==> src/rtl/ltm_timing_pkg.sv <==
// Shared timing constants, axis state encoding and coordinate width for the
// 800x480 LTM panel timing generator.
package ltm_timing_pkg;

    localparam int COORD_W   = 11;
    localparam int COORD_MAX = (1 << COORD_W) - 1;

    localparam int DEF_H_SYNC   = 30;
    localparam int DEF_H_BP     = 16;
    localparam int DEF_H_ACTIVE = 800;
    localparam int DEF_H_FP     = 210;
    localparam int DEF_H_TOTAL  = DEF_H_SYNC + DEF_H_BP + DEF_H_ACTIVE + DEF_H_FP;

    localparam int DEF_V_SYNC   = 13;
    localparam int DEF_V_BP     = 10;
    localparam int DEF_V_ACTIVE = 480;
    localparam int DEF_V_FP     = 22;
    localparam int DEF_V_TOTAL  = DEF_V_SYNC + DEF_V_BP + DEF_V_ACTIVE + DEF_V_FP;

    typedef logic [1:0] axis_state_t;

    localparam axis_state_t ST_SYNC   = 2'd0;
    localparam axis_state_t ST_BACK   = 2'd1;
    localparam axis_state_t ST_ACTIVE = 2'd2;
    localparam axis_state_t ST_FRONT  = 2'd3;

    // A segment set is usable only if no segment is empty and the whole
    // period still fits in the coordinate width.
    function automatic bit params_legal(input int s, input int b, input int a, input int f);
        return (s > 0) && (b > 0) && (a > 0) && (f > 0) && ((s + b + a + f) <= COORD_MAX);
    endfunction

endpackage

==> src/rtl/ltm_axis_counter.sv <==
// One timing axis: walks SYNC -> BACK -> ACTIVE -> FRONT, each segment lasting
// its parameter length, with a sub-count that restarts on every segment change.
module ltm_axis_counter
    import ltm_timing_pkg::*;
#(
    parameter int SYNC   = 1,
    parameter int BP     = 1,
    parameter int ACTIVE = 1,
    parameter int FP     = 1
) (
    input  logic               clk_lcd,
    input  logic               reset,
    input  logic               tick,
    output axis_state_t        state,
    output logic [COORD_W-1:0] sub_cnt,
    output logic               wrap
);

    if (!params_legal(SYNC, BP, ACTIVE, FP)) begin : g_bad_params
        $error("ltm_axis_counter: segment lengths must be nonzero and total at most %0d",
               COORD_MAX);
    end

    logic [COORD_W-1:0] last_idx;
    logic               at_last;

    always_comb begin
        last_idx = COORD_W'(SYNC - 1);
        case (state)
            ST_SYNC:   last_idx = COORD_W'(SYNC - 1);
            ST_BACK:   last_idx = COORD_W'(BP - 1);
            ST_ACTIVE: last_idx = COORD_W'(ACTIVE - 1);
            ST_FRONT:  last_idx = COORD_W'(FP - 1);
            default:   last_idx = COORD_W'(SYNC - 1);
        endcase
    end

    assign at_last = (sub_cnt == last_idx);
    assign wrap    = tick && (state == ST_FRONT) && at_last;

    // The 2-bit state rolls from FRONT back to SYNC on its own.
    always_ff @(posedge clk_lcd or posedge reset) begin
        if (reset) begin
            state   <= ST_SYNC;
            sub_cnt <= '0;
        end else if (tick) begin
            if (at_last) begin
                state   <= state + 2'd1;
                sub_cnt <= '0;
            end else begin
                sub_cnt <= sub_cnt + 1'b1;
            end
        end
    end

endmodule

==> src/rtl/ltm_timing_gen.sv <==
// LTM panel timing generator: chains a horizontal and a vertical axis counter
// and registers the sync, data-enable, coordinate and pulse outputs from them.
module ltm_timing_gen
    import ltm_timing_pkg::*;
#(
    parameter int H_SYNC   = DEF_H_SYNC,
    parameter int H_BP     = DEF_H_BP,
    parameter int H_ACTIVE = DEF_H_ACTIVE,
    parameter int H_FP     = DEF_H_FP,
    parameter int V_SYNC   = DEF_V_SYNC,
    parameter int V_BP     = DEF_V_BP,
    parameter int V_ACTIVE = DEF_V_ACTIVE,
    parameter int V_FP     = DEF_V_FP
) (
    input  logic               clk_lcd,
    input  logic               reset,
    input  logic               en,
    output logic               hd,
    output logic               vd,
    output logic               den,
    output logic [COORD_W-1:0] x,
    output logic [COORD_W-1:0] y,
    output logic               frame_start,
    output logic               line_end
);

    axis_state_t        h_state;
    axis_state_t        v_state;
    logic [COORD_W-1:0] h_sub;
    logic [COORD_W-1:0] v_sub;
    logic               h_wrap;
    logic               v_wrap;
    logic               v_tick;
    logic               den_c;

    assign v_tick = en && h_wrap;

    ltm_axis_counter #(
        .SYNC   (H_SYNC),
        .BP     (H_BP),
        .ACTIVE (H_ACTIVE),
        .FP     (H_FP)
    ) u_h_axis (
        .clk_lcd (clk_lcd),
        .reset   (reset),
        .tick    (en),
        .state   (h_state),
        .sub_cnt (h_sub),
        .wrap    (h_wrap)
    );

    ltm_axis_counter #(
        .SYNC   (V_SYNC),
        .BP     (V_BP),
        .ACTIVE (V_ACTIVE),
        .FP     (V_FP)
    ) u_v_axis (
        .clk_lcd (clk_lcd),
        .reset   (reset),
        .tick    (v_tick),
        .state   (v_state),
        .sub_cnt (v_sub),
        .wrap    (v_wrap)
    );

    assign den_c = (h_state == ST_ACTIVE) && (v_state == ST_ACTIVE);

    // Outputs are decoded from the pre-edge counter state, so they trail the
    // counters by one clock; pulses are cleared rather than held while paused.
    always_ff @(posedge clk_lcd or posedge reset) begin
        if (reset) begin
            hd          <= 1'b1;
            vd          <= 1'b1;
            den         <= 1'b0;
            x           <= '0;
            y           <= '0;
            frame_start <= 1'b0;
            line_end    <= 1'b0;
        end else if (en) begin
            hd          <= (h_state != ST_SYNC);
            vd          <= (v_state != ST_SYNC);
            den         <= den_c;
            if (den_c) begin
                x <= h_sub;
                y <= v_sub;
            end
            frame_start <= den_c && (h_sub == '0) && (v_sub == '0);
            line_end    <= den_c && (h_sub == COORD_W'(H_ACTIVE - 1));
        end else begin
            frame_start <= 1'b0;
            line_end    <= 1'b0;
        end
    end

endmodule

==> config.mk <==
export PLATFORM = sky130hd
export DESIGN_NAME = ltm_timing_gen
export DESIGN_NICKNAME = d
export VERILOG_FILES = /design/src/rtl/ltm_timing_pkg.sv /design/src/rtl/ltm_axis_counter.sv /design/src/rtl/ltm_timing_gen.sv
export SDC_FILE = /design/constraint.sdc
export NUM_CORES = 1
export LEC_CHECK = 0
export CAP_MARGIN = 20
export CORE_MARGIN = 2
export CORE_UTILIZATION = 38
export CTS_CLUSTER_DIAMETER = 60
export DETAILED_ROUTE_END_ITERATION = 8
export PLACE_DENSITY_LB_ADDON = 0.1
export SYNTH_ARGS = -nofsm -noshare
export SYNTH_HDL_FRONTEND = slang
export SYNTH_SLANG_ARGS = --single-unit
==> constraint.sdc <==
create_clock -name clk_lcd -period 3.8 [get_ports clk_lcd]
set_input_delay 0.57 -clock clk_lcd [delete_from_list [all_inputs] [get_ports clk_lcd]]
set_output_delay 0.57 -clock clk_lcd [all_outputs]
set_load 0.02 [all_outputs]
==> metrics.md <==
| Metric | Value |
|---|---|
| Root buffer cell | `clkbuf_8` |
| GPL Wtd Cong | `0.848` |
| Worst Skew | `0.00644 ns` |
| Boundary Pins | `30` |
| Relative slew slack | `44.7%` |
| Post-Synthesis Net Count | `267` |
| CTS max path bufs | `2` |
| Slowest CP cell | `or3_1` |
| Congestion Overflow GR | `0` |
| Flops & latches, synth | `53` |
| WP data required | `4.00 ns` |
| Antenna cells | `0` |
| Unique masters post-synth | `39` |
| Reg2reg path depth | `7` |
| Setup TNS | `0 ns` |
| Pwr/cell area | `428 nW/um^2` |
| Top_reg_cell synth | `dfrtp_1` |
| Global-route wire length before repair | `9400 um` |
| Top cells by area, synth | `dfrtp_1, mux2_2, ha_1, nor2_1, nand2_1` |
| Setup slack, reg-to-reg | `1.39 ns` |
| Pre-antenna DRT Iters | `4` |
| Worst reg2reg path startpoint | `u_h_axis.state[0]$_DFFE_PP0P_` |
| # clock sinks | `53` |
| Worst slew pin tran | `0.828 ns` |
| I/O Buffers | `29` |
| Max-cap viol count | `0` |
| Post-route cell area | `3150 sq um` |
| Post-synth ARST share | `100%` |
| Tightest Hold Check Type | `reg2reg` |
| Hpwl dp | `3880 um` |
| Postcts setup bufs | `0` |
| Placed instance area | `3060 sq um` |
| H-tree Lvls | `2` |
| Hold Path Stages | `2` |
| Peak supply drop | `247 uV` |
| DRT antenna net count | `0` |
| Largest net degree at the start of global routing | `41` |
| Number of synthesized flops with an enable pin | `0` |
| Inserted Clock Buffers | `5` |
| Vias/cell | `5.01` |
| Commonest cells in the netlist | `dfrtp_1, nor2_1, nand2_1` |
| Worst Setup Start Kind | `flip-flop` |
| RR Endpoint | `u_h_axis.state[1]$_DFFE_PP0P_` |
| Die ar. | `7770 sq um` |
| DRT iter0 DRCs | `134` |
| Total track usage | `15.7%` |
| Hold-fix buffers, CTS | `0` |
| Worst-path fanout max | `8` |
| Status | `completed` |
| Period utilization | `63.5%` |
| Drt drc | `0` |
| Initial antenna violation count | `0` |
| Unrepaired setup endpoints after global routing | `false` |
| CTS tree | `done` |
| Largest stage delay on the critical path | `0.42 ns` |
| Hold EP | `hd$_DFFE_PP1P_` |
| CP startpoint | `u_h_axis.state[0]$_DFFE_PP0P_` |
| Clk_lat worst skew | `0.31 ns` |
| Gate Count Post-Synth | `249` |
| FP Rows | `30` |
| Count leader, synth | `dfrtp_1` |
| Register area share after synthesis | `49.4%` |
| Post-CTS sizing | `0` |
| Critical path, cell by cell | `inv_1 > ha_1 > xnor2_1 > nand2_1 > or3_1 > nor3_4 > mux2_2` |
| Post-synth top area cell | `dfrtp_1` |
| Highest Clock Rate | `414 MHz` |
| Critical Path Sink Type | `flip-flop` |
| Worst EP arrival | `2.62 ns` |
| Final Hold Vio Count | `0` |
| Final nets | `294` |
| Synth-to-layout area growth | `17.2%` |
| Final Max Slew Viols | `0` |
| Ys Warns | `0` |
| Core Region | `6830 sq um` |
| Die Span X | `88.1 um` |
| Drt total wl | `5440 um` |
| Pleak | `0.00144 uW` |
| Worst-path clk slew | `0.10 ns` |
| Period minus WS final | `2.41 ns` |
| Initial Util | `39.4%` |
| CP Class | `reg2reg` |
| Synth top area share | `47.5%` |
| Layout cell share with drive strength beyond 1 | `14.8%` |
| DIE HEIGHT | `88.1 um` |
| Vias | `1870` |
| Wire per inst | `14.6 um` |
| Finish-stage setup viols | `0` |
| Vias in the first global route | `1808` |
| Mapped cell area | `2690 sq um` |
| Mean Syn Cell Area | `10.8 sq um` |
| Hold wc startpoint | `hd$_DFFE_PP1P_` |
area by class of cell:
cell class                      count  area (sq um)
Fill cell                         683          3680
Timing Repair Buffer               31           305
Clock buffer                        6          72.6
Multi-Input combinational cell    172          1260
Tap cell                           96           120
Clock inverter                      2          15.0
Sequential cell                    53          1330
Inverter                           13          48.8
cell families (layout without fill, tap and decap cells):
kind of cell / count (synthesis) / in the layout / synth area share, %
AND/OR/NAND/NOR: 89 / 89 / 18.8
flip-flops: 53 / 53 / 49.4
AO/OA/AOI/OAI: 32 / 32 / 7.45
buffers and inverters: 24 / 52 / 3.72
multiplexers: 20 / 20 / 8.38
XOR/XNOR: 16 / 16 / 5.21
adder cells (fa/ha/maj): 15 / 15 / 6.98
routing by layer:
layer / part of all wire [%] / wire [um] / GRT usage [%] / vias up
met4: 1.7 / 93 / 4.27 / 0
li1: - / - / - / 914
met3: 5.1 / 278 / 3.68 / 11
met2: 43 / 2350 / 23.3 / 54
met5: 0 / 0 / 0 / -
met1: 50 / 2720 / 23.1 / 891
worst max-delay path by stage:
| stage | end | slack, ns |
|---|---|---|
| floorplan | u_h_axis.state[1]$_DFFE_PP0P_ | 1.65 |
| global placement | u_v_axis.state[1]$_DFFE_PP0P_ | 1.12 |
| detailed placement | u_v_axis.state[1]$_DFFE_PP0P_ | 1.06 |
| CTS | u_h_axis.state[1]$_DFFE_PP0P_ | 1.35 |
| global route | u_v_axis.sub_cnt[3]$_DFFE_PP0P_ | 1.23 |
| finish | u_h_axis.state[1]$_DFFE_PP0P_ | 1.39 |
stage by stage:
| step | utilization (%) | setup WS (ns) | hold WS, ns | std cells | total power, uW |
|---|---|---|---|---|---|
| global route | 46.1 | 1.23 | 0.522 | 373 | 1440 |
| finish | 46.1 | 1.39 | 0.497 | 373 | 1350 |
| global placement | 44.8 | 1.12 | 0.473 | 365 | 1030 |
| floorplan | - | 1.65 | 0.460 | 249 | 948 |
| detailed placement | 44.8 | 1.06 | 0.475 | 365 | 1040 |
| CTS | 46.1 | 1.35 | 0.502 | 373 | 1360 |
critical path, delay by kind of cell (launching register included):
kind / cells / cell delay [ns]
buffers and inverters: 1 / 0.14
adders and majority gates: 1 / 0.27
muxes: 1 / 0.38
and+or+nand+nor: 3 / 0.92
xor gates and xnor gates: 1 / 0.17
DFF: 1 / 0.41
placed cells by master, fill, tap and decap left out, drive strengths merged, types with 3 or more instances in the layout:
cell / Yosys / final
nand2: 21 / 21
nor3: 7 / 7
a2bb2oi: 4 / 4
nor2: 22 / 22
clkdlybuf4s50: 0 / 29
inv: 13 / 13
xor2: 9 / 9
nand3: 11 / 11
ha: 15 / 15
mux2: 20 / 20
nor4: 7 / 7
o21ai: 15 / 15
clkbuf: 5 / 6
xnor2: 7 / 7
dfrtp: 51 / 51
and3: 4 / 4
o31ai: 4 / 4
nand4: 7 / 7
a21oi: 3 / 3
report_power, final:
part	leakage, uW	internal (uW)	switching, uW
clock	0.0000374	130	193
combinational	0.000720	130	198
sequential	0.000684	617	80.3
sequential cells by signal, summed over array words and instances, names as in the netlist:
name,cells
den,1
hd,1
u_v_axis.sub_cnt,11
y,11
line_end,1
frame_start,1
u_h_axis.state,2
u_h_axis.sub_cnt,11
vd,1
u_v_axis.state,2
x,11
(Power assumes the default switching activity.)
